**config.mk**
```make
export PLATFORM = sky130hd
export DESIGN_NAME = decoder_nto2n_seq
export DESIGN_NICKNAME = d
export VERILOG_FILES = /design/src/rtl/decoder_pkg.sv /design/src/rtl/decoder_nto2n_comb.sv /design/src/rtl/decoder_nto2n_seq.sv
export SDC_FILE = /design/constraint.sdc
export NUM_CORES = 1
export LEC_CHECK = 0
export BUFFER_PORTS_ARGS = -buffer_cell sky130_fd_sc_hd__buf_2
export CAP_MARGIN = 20
export CORE_MARGIN = 3
export CORE_UTILIZATION = 40
export CTS_CLUSTER_DIAMETER = 100
export DETAILED_ROUTE_END_ITERATION = 10
export PLACE_DENSITY = 0.71
export SLEW_MARGIN = 10
export SYNTH_ARGS = -nofsm -noshare
export SYNTH_HDL_FRONTEND = slang
export SYNTH_SLANG_ARGS = --single-unit
```
**constraint.sdc**
```tcl
create_clock -name clk -period 2.6 [get_ports clk]
set_input_delay 0.52 -clock clk [delete_from_list [all_inputs] [get_ports clk]]
set_output_delay 0.52 -clock clk [all_outputs]
set_load 0.1 [all_outputs]
```
**src/rtl/decoder_pkg.sv**
```systemverilog
// Shared types and the reference decode function for the N-to-2^N decoder family.
// The scan sequencer in the top is only built when DECODER_SCAN_EN is defined.
package decoder_pkg;

    localparam int MAX_N     = 8;
    localparam int MAX_OUT_W = 2 ** MAX_N;

    typedef enum logic [1:0] {
        MODE_ONEHOT  = 2'b00,
        MODE_THERMO  = 2'b01,
        MODE_ONECOLD = 2'b10
    } mode_e;

    typedef enum logic [1:0] {
        IDLE = 2'd0,
        EMIT = 2'd1,
        HOLD = 2'd2
    } state_e;

    // Returns the full-width word; callers keep the low OUT_W bits. Code 11 decodes as one-hot.
    function automatic logic [MAX_OUT_W-1:0] decode(input int unsigned addr, input logic [1:0] mode);
        logic [MAX_OUT_W-1:0] w;
        for (int unsigned i = 0; i < MAX_OUT_W; i++) begin
            case (mode)
                MODE_THERMO:  w[i] = (i <= addr);
                MODE_ONECOLD: w[i] = (i != addr);
                default:      w[i] = (i == addr);
            endcase
        end
        return w;
    endfunction

endpackage

```
**src/rtl/decoder_nto2n_comb.sv**
```systemverilog
// Purely combinational decode of an N-bit address into a 2^N-bit word.
// Used by decoder_nto2n_seq (whose scan sequencer is gated by DECODER_SCAN_EN).
module decoder_nto2n_comb
    import decoder_pkg::*;
#(
    parameter int N = 3,
    localparam int OUT_W = 2 ** N
) (
    input  logic [N-1:0]     a_i,
    input  logic [1:0]       mode_i,
    output logic [OUT_W-1:0] y_o
);

    logic [MAX_OUT_W-1:0] word;
    logic                 unused_hi;

    assign word      = decode(32'(a_i), mode_i);
    assign y_o       = word[OUT_W-1:0];
    assign unused_hi = ^word;

endmodule

```
**src/rtl/decoder_nto2n_seq.sv**
```systemverilog
// Registered N-to-2^N decoder with valid/ready in and out, plus an address-sweep sequencer.
// Define DECODER_SCAN_EN to build the scan FSM; otherwise scan_start/dwell are ignored and busy is 0.
module decoder_nto2n_seq
    import decoder_pkg::*;
#(
    parameter int N       = 3,
    parameter int DWELL_W = 8,
    localparam int OUT_W  = 2 ** N
) (
    input  logic               clk,
    input  logic               rst_n,
    input  logic               in_valid,
    output logic               in_ready,
    input  logic [N-1:0]       a,
    input  logic [1:0]         mode,
    input  logic               scan_start,
    input  logic [DWELL_W-1:0] dwell,
    output logic               out_valid,
    input  logic               out_ready,
    output logic [OUT_W-1:0]   y,
    output logic               busy,
    output logic [1:0]         dbg_state
);

    // Handshake: a beat moves when valid && ready are both high on a rising edge of clk.
    logic [OUT_W-1:0] y_q;
    logic             out_valid_q;
    logic             out_free;
    logic             scan_load;
    logic             load;
    logic [N-1:0]     dec_addr;
    logic [1:0]       dec_mode;
    logic [OUT_W-1:0] dec_y;

    assign out_free = !out_valid_q || out_ready;
    assign load     = (in_valid && in_ready) || scan_load;

`ifdef DECODER_SCAN_EN
    state_e             state_q, state_d;
    logic [N-1:0]       addr_q, addr_d;
    logic [DWELL_W-1:0] cnt_q, cnt_d;
    logic [DWELL_W-1:0] dwell_q, dwell_d;
    logic [1:0]         smode_q, smode_d;
    logic               last_addr;

    assign last_addr = (addr_q == {N{1'b1}});

    always_ff @(posedge clk or negedge rst_n) begin
        if (!rst_n) begin
            state_q <= IDLE;
            addr_q  <= '0;
            cnt_q   <= '0;
            dwell_q <= '0;
            smode_q <= '0;
        end else begin
            state_q <= state_d;
            addr_q  <= addr_d;
            cnt_q   <= cnt_d;
            dwell_q <= dwell_d;
            smode_q <= smode_d;
        end
    end

    always_comb begin
        state_d = state_q;
        addr_d  = addr_q;
        cnt_d   = cnt_q;
        dwell_d = dwell_q;
        smode_d = smode_q;
        case (state_q)
            IDLE: begin
                if (scan_start) begin
                    state_d = EMIT;
                    addr_d  = '0;
                    cnt_d   = '0;
                    dwell_d = dwell;
                    smode_d = mode;
                end
            end
            EMIT: begin
                if (out_free) begin
                    if (dwell_q != '0) begin
                        state_d = HOLD;
                        cnt_d   = dwell_q;
                    end else if (last_addr) begin
                        state_d = IDLE;
                    end else begin
                        addr_d = addr_q + N'(1);
                    end
                end
            end
            HOLD: begin
                cnt_d = cnt_q - DWELL_W'(1);
                if (cnt_q == DWELL_W'(1)) begin
                    if (last_addr) begin
                        state_d = IDLE;
                    end else begin
                        state_d = EMIT;
                        addr_d  = addr_q + N'(1);
                    end
                end
            end
            default: state_d = IDLE;
        endcase
    end

    // While a sweep runs, the decoder sees the scan address and the mode latched at start.
    always_comb begin
        busy      = (state_q != IDLE);
        in_ready  = (state_q == IDLE) && !scan_start && out_free;
        scan_load = (state_q == EMIT) && out_free;
        dec_addr  = (state_q == IDLE) ? a : addr_q;
        dec_mode  = (state_q == IDLE) ? mode : smode_q;
        dbg_state = state_q;
    end
`else
    logic unused_scan;

    assign unused_scan = ^{scan_start, dwell};
    assign busy        = 1'b0;
    assign in_ready    = out_free;
    assign scan_load   = 1'b0;
    assign dec_addr    = a;
    assign dec_mode    = mode;
    assign dbg_state   = IDLE;
`endif

    decoder_nto2n_comb #(.N(N)) u_comb (
        .a_i    (dec_addr),
        .mode_i (dec_mode),
        .y_o    (dec_y)
    );

    always_ff @(posedge clk or negedge rst_n) begin
        if (!rst_n) begin
            y_q         <= '0;
            out_valid_q <= 1'b0;
        end else if (load) begin
            y_q         <= dec_y;
            out_valid_q <= 1'b1;
        end else if (out_ready) begin
            out_valid_q <= 1'b0;
        end
    end

    assign y         = y_q;
    assign out_valid = out_valid_q;

endmodule

```
==> summary.md, run 1 <==
| Metric | Value |
|---|---|
| Clk Latency, worst-skew pair | 260 ps |
| Hold Crit Class | in2async |
| Cts hold-fix bufs | 0 |
| Max Slew Vio Count | 0 |
| Cell area after synthesis | 641 um2 |
| Depth of the CTS H-tree | 1 |
| Hold Violations, Final | 0 |
| Io pins | 31 |
| Initial DRC Count | 15 |
| Core Box Area | 1400 um2 |
| Synth Instances | 79 |
| Largest net degree at the start of global routing | 16 |
| Clock tree buffer depth | 2 |
| Setup violations, final | 0 |
| Design Area, Final | 727 um2 |
| PortBufs | 18 |
| Final setup skew | 2.07 ps |
| Fraction of layout cells with a size suffix above 1 | 26.6% |
| Pwr Density | 782 nW/um2 |
| Number of fill cells | 147 |
| DRT Pass-1 Iters | 4 |
| Avg Vias per Cell | 5.34 |
| Routed via count | 582 |
| Synth async-reset ratio | 100% |
| Synth warnings | 0 |
| Die Ht | 46.0 um |
| Commonest non-fill, non-tap cell in the layout | buf_2 |
| RSZ-0062 raised after global routing | no |
| CTS tree | done |
| Status | finished, final reports clean |
| Synth-to-Final Area Change | 13.5% |
| Maxcap violations | 0 |
| Initial antenna violation count | 0 |
| Seq/Total Area, Yosys | 35.2% |
| First-pass GRT wire length | 2030 um |
| Synth Area per Inst | 8.11 um2 |
| Most used DFF post-synth | dfrtp_1 |
| Worst Path Arrival | 1190 ps |
| DRC violations left | 0 |
| GPL Wtd Cong | 0.772 |
| Die width | 46.0 um |
| Post-DR wirelength/cell | 11.6 um |
| Initial core utilization | 45.8% |
| Fin crit period | 1710 ps |
| Die area | 2120 um2 |
| Yosys cell types | 33 |
| Most frequent cells in the layout | 18 x buf_2, 10 x nand2_1, 9 x dfrtp_1, 7 x nor2_1 |
| Leakage | 0.344 nW |
| GRT Residual Overflow | 0 |
| Final WL | 1260 um |
| Dpl hpwl | 939 um |
| Synth Register Bits | 9 |
| Remaining antenna violation count | 0 |
| Rows | 13 |
| Post-synth EDFFs | 0 |
| CTS root buffer | clkbuf_4 |
| Placed instance area | 701 um2 |
| Peak supply drop | 0.000282 V |
| Total negative slack | 0 ps |
| Clock sink count | 9 |
| Post-CTS Setup Repair Bufs | 0 |
| Gr usage total | 13.1% |
| NumNets Final | 115 |
| Crit path required time | 2080 ps |
| Post-cts resize count | 0 |
| Antenna Cells | 0 |
| TritonCTS buffer count | 3 |
| Type of origin of the critical path | register |
| Period utilization | 65.7% |
| Worst Setup Path Type | reg2out |
| Clk slew on worst S/H paths | 60 ps |
| Endpoint type of the worst setup path | output port |
| Max Freq | 585 MHz |
| Vias in the first global route | 456 |
| CP Max Fanout | 4 |
## synth_stat cells, types with 2 or more instances
library cell	count	share of area, %
ha_1	2	3.9
dfrtp_1	9	35
a21oi_1	5	3.9
inv_1	5	2.9
nand2_1	10	5.9
nor2_1	7	4.1
o21ai_0	3	2.3
a31oi_1	3	2.9
o21ai_1	3	2.3
buf_4	5	5.9
nand3b_1	3	3.5
nand2b_1	2	2.0
buf_2	2	1.6
## path summary, 6_finish.rpt
kind,from,end,slack [ps],depth (start not counted)
setup / recovery,out_valid$_DFFE_PN0P_,in_ready,890,2
max in group asynchronous,rst_n,y[7]$_DFFE_PN0P_,2320,1
setup reg to reg,out_valid$_DFFE_PN0P_,y[3]$_DFFE_PN0P_,1440,4
min in group clk,y[7]$_DFFE_PN0P_,y[7]$_DFFE_PN0P_,470,2
hold reg to reg,y[7]$_DFFE_PN0P_,y[7]$_DFFE_PN0P_,470,2
hold / removal,rst_n,y[0]$_DFFE_PN0P_,100,1
## power breakdown
group / internal (mW) / leakage [nW] / total (mW) / switching (mW)
clock network: 0.0590 / 0.0150 / 0.105 / 0.0462
logic: 0.0489 / 0.220 / 0.293 / 0.244
registers: 0.161 / 0.110 / 0.170 / 0.00894
## cells by family after synthesis
family | synth area share, %
and+or+nand+nor | 21.1
AOI/OAI and AO/OA | 26.2
buffers and inverters | 11.7
DFF | 35.2
adders and majority gates | 3.91
xor gates and xnor gates | 1.37
other | 0.585
## sequential cells by signal, indices dropped and copies added (netlist names)
name,count
y,8
out_valid,1
## critical path, cell delays in order, from the launching register on
cell and delay (ps):
dfrtp_1 370, nand2b_1 120, buf_2 440
## stage by stage
step | power [mW] | setup WS (ps) | hold WS (ps) | instances | utilization [%]
final | 0.569 | 891 | 101 | 109 | 52.0
after global routing | 0.598 | 842 | 107 | 109 | 52.0
after detailed placement | 0.467 | 832 | 381 | 105 | 50.1
after CTS | 0.574 | 878 | 104 | 109 | 52.0
after floorplan | 0.427 | 34.0 | 224 | 81 | -
after global placement | 0.464 | 828 | 378 | 105 | 50.1
## per-layer routing
layer / GRT usage, % / up-vias / wire length, um
met5: 0 / - / 0
li1: - / 303 / -
met1: 20.5 / 260 / 629
met3: 1.19 / 2 / 77
met4: 8.52 / 0 / 22
met2: 16.5 / 17 / 532
## final cells by class
cell class                 count  area [um2]  area share (%)
timing repair buffer          18        90.1            12.4
inverter                       5        18.8            2.58
clock buffer                   4        26.3            3.61
sequential                     9         225            31.0
tap                           15        18.8            2.58
multi-input combinational     58         348            47.8
No activity file was read; power rests on OpenSTA's default activity.
==> run 2: changes to the inputs <==
- PLACE_DENSITY: 0.71 -> 0.74
- clock period: 2.6 -> 1.4 ns (I/O delays scaled with it)
==> run 2 against run 1 <==
Hold slack better by 150 ps. Wire length increased by 5.5%. Clock-buffer cell count down 1. Sequential cell count unchanged. Clock power grew 92%. Critical path depth is 1 lower. Cell count grew 5.5%. Via count up 3.4%. Critical endpoint is now y[0]. Sequential share of layout area is 3.0 points lower. Design area grew 13%. Global-route usage up 2.5 points.
==> summary.md, run 2 (synthesis gave the netlist of run 1 again) <==
| Metric | Value |
|---|---|
| Status | finished, final reports clean |
| Largest net degree at the start of global routing | 12 (-4) |
| Design Area, Final | 820 um2 (+13%) |
| Die area | 2120 um2 (unchanged) |
| Core Box Area | 1400 um2 (unchanged) |
| FF-to-FF setup slack | 270 ps (-1170 ps) |
| Peak supply drop | 0.000547 V (+94%) |
| NumNets Final | 121 (+5.2%) |
| Worst stage delay on the critical path | 430 ps (about the same) |
| Setup violations, final | 0 (unchanged) |
| CTS tree | done |
| Family with the most delay on the worst path | buffers and inverters |
| Initial antenna violation count | 0 (unchanged) |
| Initial DRC Count | 9 (-6) |
| Critical path, cell by cell | buf_2 |
| Largest register FFs | 8 (unchanged) |
| GRT Residual Overflow | 0 (unchanged) |
| First-pass GRT wire length | 2330 um (+15%) |
| Switching power | 575 uW (+92%) |
| Routed via count | 602 (+3.4%) |
| Crit path required time | 1120 ps (-960 ps) |
| Type of origin of the critical path | register |
| Die Ht | 46.0 um (unchanged) |
| Pint | 526 uW (+96%) |
| Dpl hpwl | 993 um (+5.7%) |
| Max Slew Vio Count | 0 (unchanged) |
| Final WL | 1330 um (+5.5%) |
| Switching part of the total | 52.2% (-0.46 points) |
| Hold Violations, Final | 0 (unchanged) |
| Total negative slack | 0 ps (unchanged) |
| Most frequent cells in the layout | 16 x buf_2, 9 x nand2_1, 8 x dfrtp_1, 7 x nor2_1 |
| Max Freq | 752 MHz |
| Hold_ws | 251 ps (+151 ps) |
| CP Max Fanout | 2 (-2) |
| Worst Setup Path Type | reg2out |
| GPL Wtd Cong | 0.843 (+9.2%) |
| Slowest-stage cell, CP | buf_2 |
| Worst Path Arrival | 1050 ps (-140 ps) |
| Gr usage total | 15.6% (+2.5 points) |
| Comb pwr share | 52.6% (+1.0 points) |
| Hold Crit Class | in2reg |
| Fin crit period | 1330 ps |
| Avg Vias per Cell | 5.23 (-2.0%) |
| Pwr Density | 1340 nW/um2 (+72%) |
| Clk slew on worst S/H paths | 60 ps (about the same) |
| Period utilization | 95.0% |
| Maxcap violations | 0 (unchanged) |
| Depth of the CTS H-tree | 1 (unchanged) |
| Commonest non-fill, non-tap cell in the layout | buf_2 |
| RSZ-0062 raised after global routing | no |
| Remaining antenna violation count | 0 (unchanged) |
| Vias in the first global route | 545 (+20%) |
| Post-CTS Setup Repair Bufs | 0 (unchanged) |
| Placed instance area | 782 um2 (+12%) |
| Fraction of layout cells with a size suffix above 1 | 34.0% (+7.4 points) |
| Endpoint type of the worst setup path | output port |
| Clock sink count | 9 (unchanged) |
| TritonCTS buffer count | 3 (unchanged) |
| Rows | 13 (unchanged) |
| Die width | 46.0 um (unchanged) |
| PortBufs | 18 (unchanged) |
| Sequential share of power | 29.1% (-0.8 points) |
| Synth-to-Final Area Change | 27.9% |
| Antenna Cells | 0 (unchanged) |
| DRT Pass-1 Iters | 4 (unchanged) |
| Clk Latency, worst-skew pair | 270 ps (about the same) |
| Post-DR wirelength/cell | 11.6 um (about the same) |
| Leakage | 0.394 nW (+14%) |
| Clock power share | 18.3% (-0.2 points) |
| Final setup skew | 5.59 ps (+3.52 ps) |
| DRC violations left | 0 (unchanged) |
| Initial core utilization | 45.8% (unchanged) |
| Clock tree buffer depth | 2 (unchanged) |
| Io pins | 31 (unchanged) |
| CTS root buffer | clkbuf_4 |
| Crit path buffers/inverters | 1 (unchanged) |
==> run 2: final cells by class <==
type,count,area (um2)
fill,141,579
multi-input combinational,58,358
sequential,9,229
timing repair buffer,24,168
clock buffer,3,22.5
inverter,5,18.8
tap,15,18.8
clock inverter,1,5.00
==> run 2: through the flow <==
| step | setup WS (ps) | utilization (%) | power [mW] | instances |
|---|---|---|---|---|
| 6_report | 70.0 | 58.6 | 1.10 | 115 |
| 5_1_grt | 11.4 | 58.6 | 1.16 | 115 |
| 4_1_cts | 46.7 | 58.6 | 1.11 | 115 |
| 3_5_place_dp | -45.2 | 55.9 | 0.904 | 110 |
| 3_3_place_gp | -26.0 | 55.9 | 0.897 | 110 |
| 2_1_floorplan | -123 | - | 0.802 | 81 |
==> run 2: routing by layer <==
layer / part of all wire [%] / global-route usage (%) / vias to the layer above
met5: 0 / 0 / -
met4: 2.4 / 11.9 / 0
met3: 5.7 / 2.37 / 4
met2: 44 / 23.1 / 19
met1: 48 / 20.0 / 264
li1: - / - / 315
==> run 2: final timing paths <==
kind | to | from | depth (start not counted)
worst max-delay path | y[0] | y[0]$_DFFE_PN0P_ | 1
worst min register to register | y[7]$_DFFE_PN0P_ | y[7]$_DFFE_PN0P_ | 2
max in group asynchronous | out_valid$_DFFE_PN0P_ | rst_n | 2
worst max register to register | y[3]$_DFFE_PN0P_ | out_valid$_DFFE_PN0P_ | 4
worst min-delay path | out_valid$_DFFE_PN0P_ | in_valid | 2
min in group asynchronous | y[0]$_DFFE_PN0P_ | rst_n | 2
==> run 2: power groups by stage <==
stage / combinational, mW / sequential [mW] / clock, mW
CTS: 0.581 / 0.322 / 0.211
finish: 0.579 / 0.321 / 0.202
floorplan: 0.184 / 0.618 / 0
global route: 0.609 / 0.327 / 0.223
detailed placement: 0.577 / 0.327 / 0
global placement: 0.573 / 0.325 / 0
==> run 2: repair_timing <==
action	in CTS	in global routing
gates resized for setup	0	0
hold buffers	1	0
hold endpoints to repair	9	0
==> run 3: changes to the inputs <==
==> constraint.sdc (replaced) <==
create_clock -name clk -period 1.4 [get_ports clk]
set_input_delay 0.21 -clock clk [delete_from_list [all_inputs] [get_ports clk]]
set_output_delay 0.21 -clock clk [all_outputs]
set_load 0.1 [all_outputs]
==> run 3 against run 2 <==
Die area unchanged. Sequential cell count did not move. Utilization shrank 2.1 points. Global-route usage hardly changed. Cell count fell by 1.7%. Sequential power barely moved. Critical endpoint is now out_valid. Largest cell class unchanged.
==> summary.md, run 3 (synthesis gave the netlist of run 1 again) <==
| Metric | Value |
|---|---|
| Status | finished, final reports clean |
| Crit path buffers/inverters | 1 (unchanged) |
| Type of origin of the critical path | register |
| Max Freq | 763 MHz (+1.4%) |
| Worst Setup Path Type | reg2out |
| NumNets Final | 119 (-1.7%) |
| Clk Latency, worst-skew pair | 260 ps (about the same) |
| DRC violations left | 0 (unchanged) |
| Final setup skew | 5.41 ps (-0.175 ps) |
| Hold Violations, Final | 0 (unchanged) |
| Vias in the first global route | 554 (+1.7%) |
| CTS root buffer | clkbuf_4 |
| Placed instance area | 752 um2 (-3.8%) |
| Rows | 13 (unchanged) |
| Family with the most delay on the worst path | flip-flops |
| Die area | 2120 um2 (unchanged) |
| Tot Pwr | 1.09 mW (-1.2%) |
| Largest net degree at the start of global routing | 16 (+4) |
| Hold Crit Class | in2reg |
| Critical path, cell by cell | buf_2 |
| Commonest non-fill, non-tap cell in the layout | buf_2 |
| Hold_ws | 178 ps (-73.3 ps) |
| Worst stage delay on the critical path | 420 ps (about the same) |
| GPL Wtd Cong | 0.840 (-0.42%) |
| RSZ-0062 raised after global routing | no |
| Worst Path Arrival | 1100 ps (+50 ps) |
| Die Ht | 46.0 um (unchanged) |
| GRT Residual Overflow | 0 (unchanged) |
| Clock tree buffer depth | 2 (unchanged) |
| DRT Pass-1 Iters | 4 (unchanged) |
| Antenna Cells | 0 (unchanged) |
| Clock sink count | 9 (unchanged) |
| Depth of the CTS H-tree | 1 (unchanged) |
| Initial DRC Count | 17 (+8) |
| Fraction of layout cells with a size suffix above 1 | 32.7% (-1.3 points) |
| TritonCTS buffer count | 3 (unchanged) |
| Post-cts resize count | 0 (unchanged) |
| Remaining antenna violation count | 0 (unchanged) |
| Cells on worst reg2reg path | 4 (unchanged) |
| Number of fill cells | 142 (+0.71%) |
| CTS tree | done |
| Hold depth | 2 (unchanged) |
| Pwr Density | 1380 nW/um2 (+2.5%) |
| Crit path required time | 1190 ps (+70 ps) |
| Final Non-Filler Cells | 113 (-1.7%) |
| Worst path depth | 1 (unchanged) |
| Leakage | 0.378 nW (-4.1%) |
| Routed via count | 614 (+2.0%) |
| Max Slew Vio Count | 0 (unchanged) |
| Maxcap violations | 0 (unchanged) |
| CP Max Fanout | 2 (unchanged) |
| Setup violations, final | 0 (unchanged) |
| Fin crit period | 1310 ps (-18.9 ps) |
| Most frequent cells in the layout | 17 x buf_2, 9 x nand2_1, 8 x dfrtp_1, 7 x nor2_1 |
| Dpl hpwl | 990 um (-0.33%) |
| Peak supply drop | 0.000595 V (+8.8%) |
| Final WL | 1300 um (-2.8%) |
| Io pins | 31 (unchanged) |
| Die width | 46.0 um (unchanged) |
| Initial core utilization | 45.8% (unchanged) |
| Initial antenna violation count | 0 (unchanged) |
| Slowest-stage cell, CP | dfrtp_4 |
| Period utilization | 93.6% (-1.4 points) |
| Endpoint type of the worst setup path | output port |
| Gr usage total | 15.6% (about the same) |
| First-pass GRT wire length | 2360 um (+1.5%) |
| Design Area, Final | 790 um2 (-3.7%) |
| Core Box Area | 1400 um2 (unchanged) |
| Placed cells | 108 (-1.8%) |
| Largest register FFs | 8 (unchanged) |
| PortBufs | 18 (unchanged) |
| Synth-to-Final Area Change | 23.2% |
| Post-DR wirelength/cell | 11.5 um (-1.1%) |
| Clk slew on worst S/H paths | 60 ps (about the same) |
| Avg Vias per Cell | 5.43 (+3.8%) |
## run 3: changes by cell type in the layout (fill, tap and decap cells not counted)
cell    change
buf_4       -2
buf_12      -1
buf_2       +1
## run 3: path summary, 6_finish.rpt
kind	start	end	slack [ps]
setup / recovery	out_valid$_DFFE_PN0P_	out_valid	90
hold / removal	in_valid	out_valid$_DFFE_PN0P_	180
setup reg to reg	out_valid$_DFFE_PN0P_	y[3]$_DFFE_PN0P_	290
hold reg to reg	y[4]$_DFFE_PN0P_	y[4]$_DFFE_PN0P_	480
max in group asynchronous	rst_n	out_valid$_DFFE_PN0P_	870
min in group asynchronous	rst_n	y[7]$_DFFE_PN0P_	320
## run 3: report_power, final
part | leakage, nW | switching, mW | internal, mW
registers | 0.109 | 0.0187 | 0.301
clock network | 0.0177 | 0.0964 | 0.105
logic | 0.251 | 0.457 | 0.110
total | 0.378 | 0.572 | 0.516
## run 3: through the flow
step / utilization [%] / setup WS [ps] / TNS (ps)
3_3_place_gp: 53.8 / 25.1 / 0
2_1_floorplan: - / -123 / -567
4_1_cts: 56.4 / 78.6 / 0
5_1_grt: 56.4 / 59.8 / 0
3_5_place_dp: 53.8 / -6.60 / -9.64
6_report: 56.4 / 88.9 / 0
## run 3: timing repair
action | 4_1_cts | 5_1_grt
buffers inserted | 0 | 0
endpoints found under the setup margin | 0 | 0
hold endpoints to repair | 9 | 0
hold buffers | 1 | 0
## run 3: layer usage
metal / GRT usage, % / wire [um] / vias to the layer above
li1: - / - / 307
met1: 20.3 / 609 / 278
met2: 22.8 / 549 / 25
met3: 2.37 / 89 / 4
met4: 11.9 / 46 / 0
met5: 0 / 0 / -
## run 3: area by class of cell
type	instances	area [um2]	area share, %
clock inverters	1	5.00	0.634
clock buffers	3	22.5	2.85
repair buffers	22	138	17.4
multi-input cells	58	358	45.3
flip-flops and latches	9	229	29.0
well taps	15	18.8	2.38
inverters	5	18.8	2.38
